**src/rtl/char_mem_sequencer_if.sv**
```systemverilog
// Bus bundle between the host loader / render path and the character memory sequencer.
// The slave modport is the sequencer side; the master modport is the requester/array side.
interface char_mem_sequencer_if #(
  parameter int unsigned CHAR_COUNT = 36
);
  logic                  wr_valid;
  logic                  wr_ready;
  logic [19:0]           wr_pattern;
  logic                  wr_done;
  logic                  busy;
  logic                  rd_req;
  logic [1:0]            rd_x;
  logic [2:0]            rd_y;
  logic [5:0]            rd_char;
  logic                  rd_valid;
  logic                  rd_pixel;
  logic                  mem_write;
  logic [1:0]            mem_x;
  logic [2:0]            mem_y;
  logic                  mem_data_in;
  logic [CHAR_COUNT-1:0] mem_data_out;

  modport slave (
    input  wr_valid, wr_pattern, rd_req, rd_x, rd_y, rd_char, mem_data_out,
    output wr_ready, wr_done, busy, rd_valid, rd_pixel,
           mem_write, mem_x, mem_y, mem_data_in
  );

  modport master (
    output wr_valid, wr_pattern, rd_req, rd_x, rd_y, rd_char, mem_data_out,
    input  wr_ready, wr_done, busy, rd_valid, rd_pixel,
           mem_write, mem_x, mem_y, mem_data_in
  );
endinterface

```
**src/rtl/char_mem_sequencer.sv**
```systemverilog
// Arbitrates the glyph array x/y bus between render lookups (priority) and a
// serialized 20-bit host glyph load that stalls while render owns the bus.
module char_mem_sequencer #(
  parameter int unsigned CHAR_COUNT = 36,
  parameter int unsigned GLYPH_W    = 4,
  parameter int unsigned GLYPH_H    = 5
) (
  input  logic                  clock,
  input  logic                  rst,
  char_mem_sequencer_if.slave   bus
);
  localparam int unsigned NBITS    = GLYPH_W * GLYPH_H;
  localparam logic [4:0]  LAST_IDX = 5'(NBITS - 1);

  typedef enum logic [1:0] {IDLE, WRITE, DONE} state_t;

  state_t      state, state_next;
  logic [4:0]  idx;
  logic [19:0] pattern;
  logic [4:0]  bit_sel;
  logic        in_range;
  logic        rd_valid_q, rd_pixel_q;

  always_ff @(posedge clock or posedge rst) begin
    if (rst) state <= IDLE;
    else     state <= state_next;
  end

  always_comb begin
    state_next = state;
    case (state)
      IDLE:    if (bus.wr_valid) state_next = WRITE;
      WRITE:   if (!bus.rd_req && idx == LAST_IDX) state_next = DONE;
      DONE:    state_next = IDLE;
      default: state_next = IDLE;
    endcase
  end

  // Counter only advances on cycles that actually wrote a bit.
  always_ff @(posedge clock or posedge rst) begin
    if (rst) begin
      idx     <= '0;
      pattern <= '0;
    end else if (state == IDLE && bus.wr_valid) begin
      idx     <= '0;
      pattern <= bus.wr_pattern;
    end else if (state == WRITE && !bus.rd_req && idx != LAST_IDX) begin
      idx <= idx + 5'd1;
    end
  end

  assign bit_sel  = LAST_IDX - idx;
  assign in_range = (32'(bus.rd_char) < CHAR_COUNT) &&
                    (32'(bus.rd_x) < GLYPH_W) &&
                    (32'(bus.rd_y) < GLYPH_H);

  always_ff @(posedge clock or posedge rst) begin
    if (rst) begin
      rd_valid_q <= 1'b0;
      rd_pixel_q <= 1'b0;
    end else begin
      rd_valid_q <= bus.rd_req;
      if (bus.rd_req) rd_pixel_q <= in_range ? bus.mem_data_out[bus.rd_char] : 1'b0;
    end
  end

  always_comb begin
    bus.mem_write   = 1'b0;
    bus.mem_x       = '0;
    bus.mem_y       = '0;
    bus.mem_data_in = 1'b0;
    if (bus.rd_req) begin
      bus.mem_x = bus.rd_x;
      bus.mem_y = bus.rd_y;
    end else if (state == WRITE) begin
      bus.mem_write   = 1'b1;
      bus.mem_x       = 2'(32'(idx) % GLYPH_W);
      bus.mem_y       = 3'(32'(idx) / GLYPH_W);
      bus.mem_data_in = pattern[bit_sel];
    end
  end

  assign bus.wr_ready = (state == IDLE);
  assign bus.busy     = (state == WRITE);
  assign bus.wr_done  = (state == DONE);
  assign bus.rd_valid = rd_valid_q;
  assign bus.rd_pixel = rd_pixel_q;
endmodule

```
**src/flat_wrapper.sv**
```systemverilog
// flat-port wrapper written by rule: the top's interface ports become plain ports
module char_mem_sequencer_flat 
#(
  parameter int unsigned CHAR_COUNT = 36,
  parameter int unsigned GLYPH_W    = 4,
  parameter int unsigned GLYPH_H    = 5
)
  (clock, rst, bus_wr_valid, bus_wr_pattern, bus_rd_req, bus_rd_x, bus_rd_y, bus_rd_char, bus_mem_data_out, bus_wr_ready, bus_wr_done, bus_busy, bus_rd_valid, bus_rd_pixel, bus_mem_write, bus_mem_x, bus_mem_y, bus_mem_data_in);
  char_mem_sequencer_if #(.CHAR_COUNT(CHAR_COUNT)) bus_i ();
  input  logic clock;
  input  logic rst;
  input wire logic [$bits(bus_i.wr_valid)-1:0] bus_wr_valid;
  input wire logic [$bits(bus_i.wr_pattern)-1:0] bus_wr_pattern;
  input wire logic [$bits(bus_i.rd_req)-1:0] bus_rd_req;
  input wire logic [$bits(bus_i.rd_x)-1:0] bus_rd_x;
  input wire logic [$bits(bus_i.rd_y)-1:0] bus_rd_y;
  input wire logic [$bits(bus_i.rd_char)-1:0] bus_rd_char;
  input wire logic [$bits(bus_i.mem_data_out)-1:0] bus_mem_data_out;
  output wire logic [$bits(bus_i.wr_ready)-1:0] bus_wr_ready;
  output wire logic [$bits(bus_i.wr_done)-1:0] bus_wr_done;
  output wire logic [$bits(bus_i.busy)-1:0] bus_busy;
  output wire logic [$bits(bus_i.rd_valid)-1:0] bus_rd_valid;
  output wire logic [$bits(bus_i.rd_pixel)-1:0] bus_rd_pixel;
  output wire logic [$bits(bus_i.mem_write)-1:0] bus_mem_write;
  output wire logic [$bits(bus_i.mem_x)-1:0] bus_mem_x;
  output wire logic [$bits(bus_i.mem_y)-1:0] bus_mem_y;
  output wire logic [$bits(bus_i.mem_data_in)-1:0] bus_mem_data_in;
  assign bus_i.wr_valid = bus_wr_valid;
  assign bus_i.wr_pattern = bus_wr_pattern;
  assign bus_i.rd_req = bus_rd_req;
  assign bus_i.rd_x = bus_rd_x;
  assign bus_i.rd_y = bus_rd_y;
  assign bus_i.rd_char = bus_rd_char;
  assign bus_i.mem_data_out = bus_mem_data_out;
  assign bus_wr_ready = bus_i.wr_ready;
  assign bus_wr_done = bus_i.wr_done;
  assign bus_busy = bus_i.busy;
  assign bus_rd_valid = bus_i.rd_valid;
  assign bus_rd_pixel = bus_i.rd_pixel;
  assign bus_mem_write = bus_i.mem_write;
  assign bus_mem_x = bus_i.mem_x;
  assign bus_mem_y = bus_i.mem_y;
  assign bus_mem_data_in = bus_i.mem_data_in;
  char_mem_sequencer #(.CHAR_COUNT(CHAR_COUNT), .GLYPH_W(GLYPH_W), .GLYPH_H(GLYPH_H)) u_core (.clock(clock), .rst(rst), .bus(bus_i));
endmodule
```
**config.mk**
```make
export PLATFORM = sky130hd
export DESIGN_NAME = char_mem_sequencer_flat
export DESIGN_NICKNAME = d
export VERILOG_FILES = /design/src/rtl/char_mem_sequencer_if.sv /design/src/rtl/char_mem_sequencer.sv /design/src/flat_wrapper.sv
export SDC_FILE = /design/constraint.sdc
export NUM_CORES = 1
export LEC_CHECK = 0
export CAP_MARGIN = 20
export CORE_UTILIZATION = 45
export CTS_CLUSTER_SIZE = 20
export DETAILED_ROUTE_END_ITERATION = 6
export HOLD_SLACK_MARGIN = 0.15
export PLACE_DENSITY = 0.82
export REMOVE_ABC_BUFFERS = 1
export SLEW_MARGIN = 20
export SYNTH_ARGS = -nofsm -noshare
export SYNTH_HDL_FRONTEND = slang
export SYNTH_SLANG_ARGS = --single-unit
```
**constraint.sdc**
```tcl
create_clock -name clock -period 5.5 [get_ports clock]
set_clock_uncertainty 0.15 [all_clocks]
set_input_delay 1.1 -clock clock [delete_from_list [all_inputs] [get_ports clock]]
set_output_delay 1.1 -clock clock [all_outputs]
set_load 0.05 [all_outputs]
```
After elaboration in Yosys (flattened, before gate mapping):

Index checks and enable logic that the tools add are counted.
Widths: inputs -> output; s select.

* register bits: 29
* latch bits: 0
* RAM bits: 0
* bits in read-only memories: 0
* output and inout port bits: 12
* logic and storage cells: 44
* memories kept: 0

* add/sub/neg operators: 2
* multiply operators: 0
* divide/modulo/power cells: 0
* order comparisons: 4
* equality and inequality tests: 6
* shift-type cells: 0
* muxes and demuxes: 18
* bitwise gates (word level): 0
* reductions and logical operators: 9

Operators by type and width (number)
* $mux 5: 2
* $mux 2: 4
* $lt 6x7->1 const B: 1
* $mux 1: 7
* $bmux 1 s6: 1
* $lt 5x6->1 const B: 1
* $lt 6x6->1 const B: 1
* $mux 3: 2
* $add 5x1->5 const B: 1
* $bmux 1 s5: 1
* $eq 5x5->1 const B: 1
* $logic_and 1x1->1: 5
* $ne 5x5->1 const B: 1
* $sub 5x5->5 const A: 1
* $pmux 2 s2: 1
* $lt 3x3->1 const B: 1
* $eq 2x1->1 const B: 1
* $eq 2x2->1 const B: 1
* $logic_not 2->1: 1
* $ne 2x1->1 const B: 1
* $ne 2x2->1 const B: 1
* $reduce_and 2->1: 1
* $reduce_bool 2->1: 1
* $logic_not 1->1: 1

Longest topological paths before layout:

Gate-level depths: netlist (run 1).

* depth in word-level cells: 5
* gate-level depth with buffers: 6
* depth with buffers taken out: 6

Worst setup path after synthesis (run 1):

OpenSTA, ideal clock, no wires.

* path kind: input -> output
* from: input port bus_rd_req
* to: output port bus_mem_data_in
* data arrival time: 2.543 ns
* data required time: 4.250 ns
* setup slack: 1.707 ns
* stages: 2
* buffers on the path: 0
* path through: nor3b_2 o211a_1

* longest elaborated chain between the ends: 1

RTL lines
* from (decl): RTL line flat_wrapper.sv:14 `input wire logic [$bits(bus_i.rd_req)-1:0] bus_rd_req;`
* $mux 1: RTL line char_mem_sequencer.sv:72 `if (bus.rd_req) begin`
* to (decl): RTL line flat_wrapper.sv:27 `output wire logic [$bits(bus_i.mem_data_in)-1:0] bus_mem_data_in;`

No other way between the ends.

Final worst setup path (run 1):

Same ends and word-level chain as after synthesis.

==> results of run 1 <==
[critical path, stage by stage]
cell and delay (ns):
clkdlybuf4s50_1 0.64, nor3b_2 0.61, o211a_1 0.24, clkdlybuf4s50_1 0.80
[cell type report]
class / instances / share of cell area
flip-flops and latches: 29 / 0.267
well taps: 48 / 0.0221
repair buffers: 82 / 0.301
clock buffers: 7 / 0.0317
multi-input cells: 114 / 0.374
inverters: 3 / 0.00414
[cells in the mapped netlist, types with 3 or more instances]
master,n,area [µm²]
dfrtp_1,29,726
ha_1,3,37.5
nor2b_1,4,25.0
nand2b_1,3,18.8
o21ai_1,5,25.0
nand2_1,13,48.8
nor2_1,7,26.3
o21ai_0,3,15.0
mux2_1,20,225
nand3_1,4,20.0
buf_2,5,25.0
mux4_2,9,203
inv_1,3,11.3
mux2i_1,8,80.1
[where the power goes]
part | internal (µW) | leakage, µW | switching (µW)
Clock | 98.9 | 0.0000443 | 76.8
Sequential | 312 | 0.000347 | 85.7
Combinational | 277 | 0.000720 | 263
[per-stage QoR]
stage / hold WS, ns / total power, µW / util
final: 0.331 / 1110 / 0.722
after detailed placement: 0.321 / 945 / 0.699
after global placement: 0.313 / 916 / 0.699
after floorplan: 0.302 / 757 / -
after global routing: 0.352 / 1200 / 0.722
after CTS: 0.334 / 1120 / 0.722
[sequential cells by signal, summed over array words and instances, names as in the netlist]
register	count
u_core.bus.rd_valid	1
u_core.idx	5
u_core.bus.rd_pixel	1
u_core.pattern	20
u_core.state	2
[per-layer routing]
layer	global-route usage	share of wire	vias to the layer above
met4	0.0870	0.013	0
met3	0.0573	0.037	5
met5	0	0	-
met1	0.267	0.42	718
li1	-	-	730
met2	0.407	0.53	36
[logic make-up after synthesis]
| logic type | synth area share |
|---|---|
| compound gates | 0.0806 |
| xor+xnor | 0.0193 |
| fa+ha+maj | 0.0207 |
| buf+inv | 0.0406 |
| flops | 0.399 |
| mux | 0.294 |
| simple gates | 0.145 |
[how the worst max path moves through the flow]
stage,startpoint,end,slack [ns]
6_report,bus_rd_req,bus_mem_data_in,0.86
5_1_grt,bus_rd_req,bus_mem_data_in,0.68
4_1_cts,bus_rd_req,bus_mem_data_in,0.84
3_5_place_dp,bus_rd_req,bus_mem_data_in,0.84
3_3_place_gp,bus_rd_req,bus_mem_data_in,0.90
2_1_floorplan,bus_rd_req,bus_mem_data_in,1.71
==> flow_summary_export.csv, run 1 <==
group,metric,value,unit
global_routing,grt_pass1_wl,7.22,mm
routing,post_drt_via_cell_ratio,5.26,
global_routing,grt_usage,0.231,
clock_network,clock-root-buffer,"clkbuf_8",
setup_path,worstPathRequired,4.25,ns
floorplanning,initial_core_util,0.482,
power_and_ir_drop,ir_drop,0.245,mV
final_layout,drive_gt1_frac,0.0894,
sta,rsz0062_at_grt,"false",
clock_network,cts_resized,0,
place,dp_hpwl,3.45,mm
final_layout,ff_latch_area,726,µm²
clock_network,cts_sinks,29,
floorplanning,core,3770,µm²
yosys,avgSynthCellArea,11.6,µm²
setup_path,rr_worst_depth,3,
job,max_cap_viol_count,0,
place,place_area,2640,µm²
routing,vias,1489,
yosys,synth_ff_type,"dfrtp_1",
yosys,synth-seq-cells,29,
clock_network,htreeDepth,2,
worst_hold_path,hp-class,"flip-flop to flip-flop",
setup_path,crit_fanout,16,
setup_path,rr_startpoint,"u_core.state[0]$_DFFE_PP0P_",
setup_path,critical_path_class,"input port to primary output",
sta,max_slew.worst_pin.slew,0.631,ns
floorplanning,die_w,65.5,µm
setup_path,endpoint_kind,"primary output",
sta,fmax,0.215,GHz
floorplanning,rows,22,
final_layout,fin_area,2720,µm²
routing,ant_nets,0,
floorplanning,die_area,4300,µm²
place,finalWeightedCongestion,0.730,
sta,maxSlewHeadroom,0.578,
yosys,synth_edf_count,0,
setup_path,ff2ff_setup_slack,3.75,ns
routing,firstDrtPassIters,4,
global_routing,grt_pass1_vias,1563,
sta,hold_viol,0,
global_routing,antenna_found_initial,0,
final_layout,final_cell_mix,"clkdlybuf4s50_1 (82), dfrtp_1 (29), mux2_1 (20)",
sta,fin_setup_tns,0,ns
worst_hold_path,min_to,"u_core.pattern[5]$_DFFE_PP0P_",
sta,period_minus_slack,4.64,ns
routing,drc_errors,0,
clock_network,cts_post_setup_buffers_inserted,0,
clock_network,cts_tree,"yes",
setup_path,r2r_end,"u_core.pattern[16]$_DFFE_PP0P_",
final_layout,final_common_cell,"clkdlybuf4s50_1",
clock_network,clk_pin_slew,0.06,ns
yosys,synth_cell_types,43,
yosys,synthCells,156,
routing,drt_iter0_drc,54,
yosys,async_reset_ff_frac,1.00,
clock_network,hold_buffers,0,
place,place.detailed.instances,276,
final_layout,multi_input_area,1020,µm²
clock_network,clockBufferDepth,2,
final_layout,syn_to_final_growth,49.9,%
yosys,synth_seq_area_share,0.399,
sta,slew_violations,0,
power_and_ir_drop,powerDensity,409,nW/µm²
worst_hold_path,hold_start,"u_core.pattern[5]$_DFFE_PP0P_",
run_status,status,"complete, no violations",
routing,drt-wirelength-per-cell,15.3,µm
yosys,synth_area,1820,µm²
sta,setup_viol,0,
worst_hold_path,holdPathStages,1,
final_layout,fin_cells,283,
place,dp_slack,0.841,ns
final_layout,fin_nets,309,
clock_network,cts_buffers,5,
final_layout,antenna_cells,0,
setup_path,critPathLaunchType,"input port",
floorplanning,die_h,65.5,µm
sta,setup_slack,0.856,ns
floorplanning,pin_count,83,
global_routing,grt-ovfl-total,0,
power_and_ir_drop,leakage,0.00111,µW
sta,fin_crit_sh,0.844,
place,port_buffers,82,
final_layout,fill_cells,267,
setup_path,cp.arrival,3.39,ns
clock_network,clk_latency,0.29,ns
routing,drt_wl_total,4.32,mm
yosys,yosysWarnings,0,
global_routing,grt_max_degree,30,
Power figures use the tool's default switching activity.
==> run 2, diff against run 1 <==
--- a/config.mk
+++ b/config.mk
@@ -6,11 +6,11 @@
 export NUM_CORES = 1
 export LEC_CHECK = 0
 export CAP_MARGIN = 20
-export CORE_UTILIZATION = 45
+export CORE_UTILIZATION = 38
 export CTS_CLUSTER_SIZE = 20
 export DETAILED_ROUTE_END_ITERATION = 6
 export HOLD_SLACK_MARGIN = 0.15
-export PLACE_DENSITY = 0.82
+export PLACE_DENSITY = 0.73
 export REMOVE_ABC_BUFFERS = 1
 export SLEW_MARGIN = 20
 export SYNTH_ARGS = -nofsm -noshare
==> constraint.sdc (replaced) <==
create_clock -name clock -period 4.03 [get_ports clock]
set_clock_uncertainty 0.15 [all_clocks]
set_input_delay 0.806 -clock clock [delete_from_list [all_inputs] [get_ports clock]]
set_output_delay 0.806 -clock clock [all_outputs]
set_load 0.05 [all_outputs]
==> flow_summary_export.csv, run 2 (synthesis results as in run 1) <==
group,metric,value,unit
floorplanning,die_h,71.1,µm
worst_hold_path,holdPathStages,1,
global_routing,grt_pass1_vias,1509,
setup_path,crit_path_end,"bus_mem_x[1]",
routing,firstDrtPassIters,6,
global_routing,antenna_found_initial,0,
setup_path,worst_path_max_delay_cell,"clkdlybuf4s50_1",
final_layout,multi_input_area,1020,µm²
sta,setup_slack,0.474,ns
final_layout,syn_to_final_growth,53.7,%
power_and_ir_drop,p_comb_frac,0.486,
setup_path,rr_startpoint,"u_core.idx[2]$_DFFE_PP0P_",
final_layout,fin_area,2790,µm²
sta,whs,0.334,ns
setup_path,cp.arrival,2.60,ns
setup_path,endpoint_kind,"primary output",
sta,rsz0062_at_grt,"false",
clock_network,clk_latency,0.27,ns
routing,vias,1503,
power_and_ir_drop,ir_drop,0.317,mV
clock_network,clockBufferDepth,2,
final_layout,final_common_cell,"clkdlybuf4s50_1",
routing,drt-wirelength-per-cell,13.9,µm
setup_path,crit_path_max_incr_delay,0.84,ns
place,finalWeightedCongestion,0.844,
clock_network,cts_resized,0,
final_layout,largestRegisters,"u_core.pattern (20), u_core.idx (5), u_core.state (2)",
floorplanning,die_area,5060,µm²
setup_path,rr_worst_depth,6,
routing,drt_wl_total,4.05,mm
power_and_ir_drop,internal_power,980,µW
floorplanning,initial_core_util,0.406,
final_layout,largest_register,"u_core.pattern",
floorplanning,rows,24,
global_routing,grt_max_degree,27,
final_layout,drive_gt1_frac,0.109,
final_layout,antenna_cells,0,
power_and_ir_drop,pwr-share-clk,0.167,
sta,hold_viol,0,
power_and_ir_drop,power_switching,570,µW
routing,drt_iter0_drc,52,
routing,post_drt_via_cell_ratio,5.16,
setup_path,crit_path_frequent_cell,"clkdlybuf4s50_1",
setup_path,worstPathRequired,3.07,ns
power_and_ir_drop,share_seq_of_total_power,0.347,
setup_path,critical_path_class,"input port to primary output",
routing,ant_nets,0,
run_status,status,"complete, no violations",
final_layout,final_cell_mix,"clkdlybuf4s50_1 (80), dfrtp_1 (29), mux2_1 (20)",
routing,drc_errors,0,
clock_network,cts_buffers,5,
sta,setup_viol,0,
job,max_cap_viol_count,0,
floorplanning,pin_count,83,
place,port_buffers,82,
sta,fin_crit_sh,0.882,
global_routing,grt-ovfl-total,0,
power_and_ir_drop,powerDensity,555,nW/µm²
sta,period_minus_slack,3.56,ns
clock_network,clock-root-buffer,"clkbuf_8",
floorplanning,core,4470,µm²
setup_path,crit_chain,"clkdlybuf4s50_1 > nand2_1 > o21ai_1 > clkdlybuf4s50_1",
setup_path,critical_path.startpoint,"bus_rd_req",
place,dp_slack,0.467,ns
setup_path,r2r_end,"u_core.idx[4]$_DFFE_PP0P_",
clock_network,cts_tree,"yes",
power_and_ir_drop,swShare,0.368,
clock_network,cts_sinks,29,
setup_path,critPathLaunchType,"input port",
clock_network,cts_post_setup_buffers_inserted,0,
setup_path,crit_fanout,16,
sta,max_slew.worst_pin.slew,0.696,ns
clock_network,clk_pin_slew,0.06,ns
sta,fin_setup_tns,0,ns
clock_network,htreeDepth,2,
sta,fmax,0.281,GHz
final_layout,fin_nets,312,
power_and_ir_drop,leakage,0.00115,µW
floorplanning,die_w,71.1,µm
final_layout,fill_cells,368,
final_layout,ff_latch_area,726,µm²
global_routing,grt_pass1_wl,6.94,mm
clock_network,hold_buffers,0,
place,place_area,2690,µm²
sta,maxSlewHeadroom,0.534,
global_routing,grt_usage,0.175,
final_layout,largest_reg_flops,20,
worst_hold_path,hp-class,"flip-flop to flip-flop",
final_layout,post-route-util,0.624,
sta,slew_violations,0,
setup_path,ff2ff_setup_slack,2.32,ns
place,dp_hpwl,3.24,mm
## run 2: how the worst min path moves through the flow
stage                                                end  slack [ns]                            from
after floorplan           u_core.pattern[14]$_DFFE_PP0P_        0.30  u_core.pattern[14]$_DFFE_PP0P_
final                     u_core.pattern[15]$_DFFE_PP0P_        0.33  u_core.pattern[15]$_DFFE_PP0P_
after detailed placement   u_core.pattern[8]$_DFFE_PP0P_        0.32   u_core.pattern[8]$_DFFE_PP0P_
after global placement     u_core.pattern[9]$_DFFE_PP0P_        0.31   u_core.pattern[9]$_DFFE_PP0P_
after global routing      u_core.pattern[13]$_DFFE_PP0P_        0.36  u_core.pattern[13]$_DFFE_PP0P_
after CTS                  u_core.pattern[9]$_DFFE_PP0P_        0.34   u_core.pattern[9]$_DFFE_PP0P_
## run 2: routing by layer
layer | up-vias | global-route usage | share of wire
li1 | 741 | - | -
met1 | 703 | 0.228 | 0.45
met2 | 50 | 0.285 | 0.48
met3 | 9 | 0.0356 | 0.040
met4 | 0 | 0.0689 | 0.022
met5 | - | 0 | 0
## run 2: cell type report
cell class / instances / share of cell area
Tap cell: 52 / 0.0233
Clock buffer: 7 / 0.0345
Clock inverter: 1 / 0.00179
Multi-Input combinational cell: 114 / 0.364
Sequential cell: 29 / 0.260
Inverter: 3 / 0.00403
Timing Repair Buffer: 85 / 0.312
## run 2: metrics by stage
step	power, µW	std cells
global route	1650	291
global placement	1290	282
floorplan	1030	146
finish	1550	291
detailed placement	1310	283
CTS	1570	291
## run 2: critical path: cells and delay by family
family,cells,cell delay (ns)
buf+inv,2,1.61
compound gates,1,0.10
simple gates,1,0.09
## run 2: power by group through the flow
stage	clock network (µW)	registers, µW	logic, µW
6_report	259	538	753
5_1_grt	277	562	811
4_1_cts	265	541	762
3_5_place_dp	0	547	760
3_3_place_gp	0	543	746
2_1_floorplan	0	511	522
==> run 3, diff against run 2 <==
--- a/config.mk
+++ b/config.mk
@@ -6,6 +6,7 @@
 export NUM_CORES = 1
 export LEC_CHECK = 0
 export CAP_MARGIN = 20
+export CORE_MARGIN = 2
 export CORE_UTILIZATION = 38
 export CTS_CLUSTER_SIZE = 20
 export DETAILED_ROUTE_END_ITERATION = 6
==> flow_summary_export.csv, run 3 (synthesis results as in run 1) <==
group,metric,value,unit
run_status,status,"complete, no violations",
sta,period_minus_slack,3.57,ns
clock_network,cts_resized,0,
clock_network,htreeDepth,2,
setup_path,crit_buf_inv,2,
sta,max_slew.worst_pin.slew,0.648,ns
floorplanning,pin_count,83,
place,port_buffers,82,
sta,fmax,0.280,GHz
sta,fin_setup_tns,0,ns
final_layout,final_cell_mix,"clkdlybuf4s50_1 (80), dfrtp_1 (29), mux2_1 (20)",
setup_path,ff2ff_setup_slack,2.34,ns
setup_path,cp.arrival,2.61,ns
final_layout,fill_cells,401,
floorplanning,die_w,73.1,µm
power_and_ir_drop,leakage,0.00113,µW
setup_path,crit_path_frequent_cell,"clkdlybuf4s50_1",
power_and_ir_drop,power_switching,564,µW
final_layout,syn_to_final_growth,52.1,%
final_layout,drive_gt1_frac,0.101,
power_and_ir_drop,p_comb_frac,0.496,
routing,wl_met1,1.75,mm
global_routing,grt_usage,0.170,
global_routing,grt_pass1_wl,7.00,mm
global_routing,grt_max_degree,30,
place,dp_hpwl,3.30,mm
setup_path,r2r_end,"u_core.idx[4]$_DFFE_PP0P_",
power_and_ir_drop,powerDensity,554,nW/µm²
global_routing,grt-ovfl-total,0,
place,finalWeightedCongestion,0.820,
sta,fin_crit_sh,0.885,
sta,hold_viol,0,
global_routing,grt_pass1_vias,1551,
routing,drt_iter0_drc,71,
power_and_ir_drop,ir_drop,0.266,mV
clock_network,cts_tree,"yes",
final_layout,fin_nets,311,
floorplanning,die_area,5350,µm²
clock_network,clk_latency,0.28,ns
routing,wl_met3,211,µm
clock_network,cts_post_setup_buffers_inserted,0,
setup_path,worst_path_max_delay_cell,"clkdlybuf4s50_1",
final_layout,final_common_cell,"clkdlybuf4s50_1",
setup_path,endpoint_kind,"primary output",
final_layout,largest_register,"u_core.pattern",
setup_path,crit_family,"buffers and inverters",
sta,slew_violations,0,
worst_hold_path,hp-class,"flip-flop to flip-flop",
clock_network,cts_buffers,5,
setup_path,critical_path_class,"input port to primary output",
worst_hold_path,hold_start,"u_core.pattern[15]$_DFFE_PP0P_",
clock_network,clk_pin_slew,0.06,ns
setup_path,crit_path_max_incr_delay,0.82,ns
routing,drc_errors,0,
routing,post_drt_via_cell_ratio,5.12,
floorplanning,die_h,73.1,µm
power_and_ir_drop,swShare,0.369,
worst_hold_path,holdPathStages,1,
clock_network,cts_sinks,29,
floorplanning,rows,25,
final_layout,largestRegisters,"u_core.pattern (20), u_core.idx (5), u_core.state (2)",
power_and_ir_drop,internal_power,966,µW
setup_path,worstPathRequired,3.07,ns
sta,rsz0062_at_grt,"false",
power_and_ir_drop,share_seq_of_total_power,0.350,
final_layout,antenna_cells,0,
setup_path,rr_startpoint,"u_core.idx[2]$_DFFE_PP0P_",
setup_path,critPathLaunchType,"input port",
setup_path,crit_fanout,16,
routing,vias,1490,
power_and_ir_drop,pwr-share-clk,0.154,
clock_network,hold_buffers,0,
global_routing,antenna_found_initial,0,
setup_path,rr_worst_depth,6,
sta,maxSlewHeadroom,0.567,
clock_network,clock-root-buffer,"clkbuf_8",
job,max_cap_viol_count,0,
clock_network,clockBufferDepth,2,
routing,ant_nets,0,
sta,setup_viol,0,
worst_hold_path,min_to,"u_core.pattern[15]$_DFFE_PP0P_",
routing,firstDrtPassIters,4,
routing,drt_wl_total,4.16,mm
sta,whs,0.330,ns
final_layout,largest_reg_flops,20,
floorplanning,core,4660,µm²
routing,wl_met2,2.08,mm
power_and_ir_drop,total_power,1530,µW
floorplanning,initial_core_util,0.390,
routing,drt-wirelength-per-cell,14.3,µm
setup_path,crit_chain,"clkdlybuf4s50_1 > nand2_1 > o21ai_1 > clkdlybuf4s50_1",
routing,highest_layer,"met4",
==> run 3: changes by cell type in the layout (fill, tap and decap cells not counted) <==
cell	change
buf_12	+1
buf_16	-1
buf_4	-1
clkbuf_1	+1
clkbuf_8	-1
clkinv_2	-1
inv_1	-1
inv_2	+1
==> run 3: worst max-delay path by stage <==
stage	startpoint	to	slack [ns]	depth (start not counted)
after floorplan	bus_rd_req	bus_mem_data_in	0.82	2
after CTS	bus_rd_req	bus_mem_x[0]	0.45	4
final	bus_rd_req	bus_mem_x[0]	0.46	4
after global placement	bus_rd_req	bus_mem_x[0]	0.48	4
after detailed placement	bus_rd_req	bus_mem_x[0]	0.46	4
after global routing	bus_rd_req	bus_mem_x[0]	0.34	4
==> run 3: cell type report <==
cell class | count | area (µm²) | share of cell area
Multi-Input combinational cell | 114 | 1020 | 0.368
Clock buffer | 7 | 86.3 | 0.0312
Tap cell | 54 | 67.6 | 0.0244
Sequential cell | 29 | 726 | 0.263
Timing Repair Buffer | 84 | 856 | 0.310
Inverter | 3 | 11.3 | 0.00407
==> run 3: layer usage <==
layer  vias up  track usage
met1       695        0.212
met3        13       0.0442
met4         0       0.0700
met5         -            0
li1        738            -
met2        44        0.277
==> run 3: metrics by stage <==
step	cell area, µm²	instances	setup WS, ns	util
2_1_floorplan	1750	146	0.825	-
3_3_place_gp	2680	284	0.478	0.574
3_5_place_dp	2680	284	0.460	0.574
4_1_cts	2760	291	0.453	0.593
5_1_grt	2760	291	0.344	0.593
6_report	2760	291	0.463	0.593
==> run 3: power groups by stage <==
stage	registers [µW]	logic (µW)	clock network, µW
after global placement	539	757	0
final	536	760	235
after floorplan	511	522	0
after detailed placement	543	768	0
after CTS	538	769	241
after global routing	562	829	256
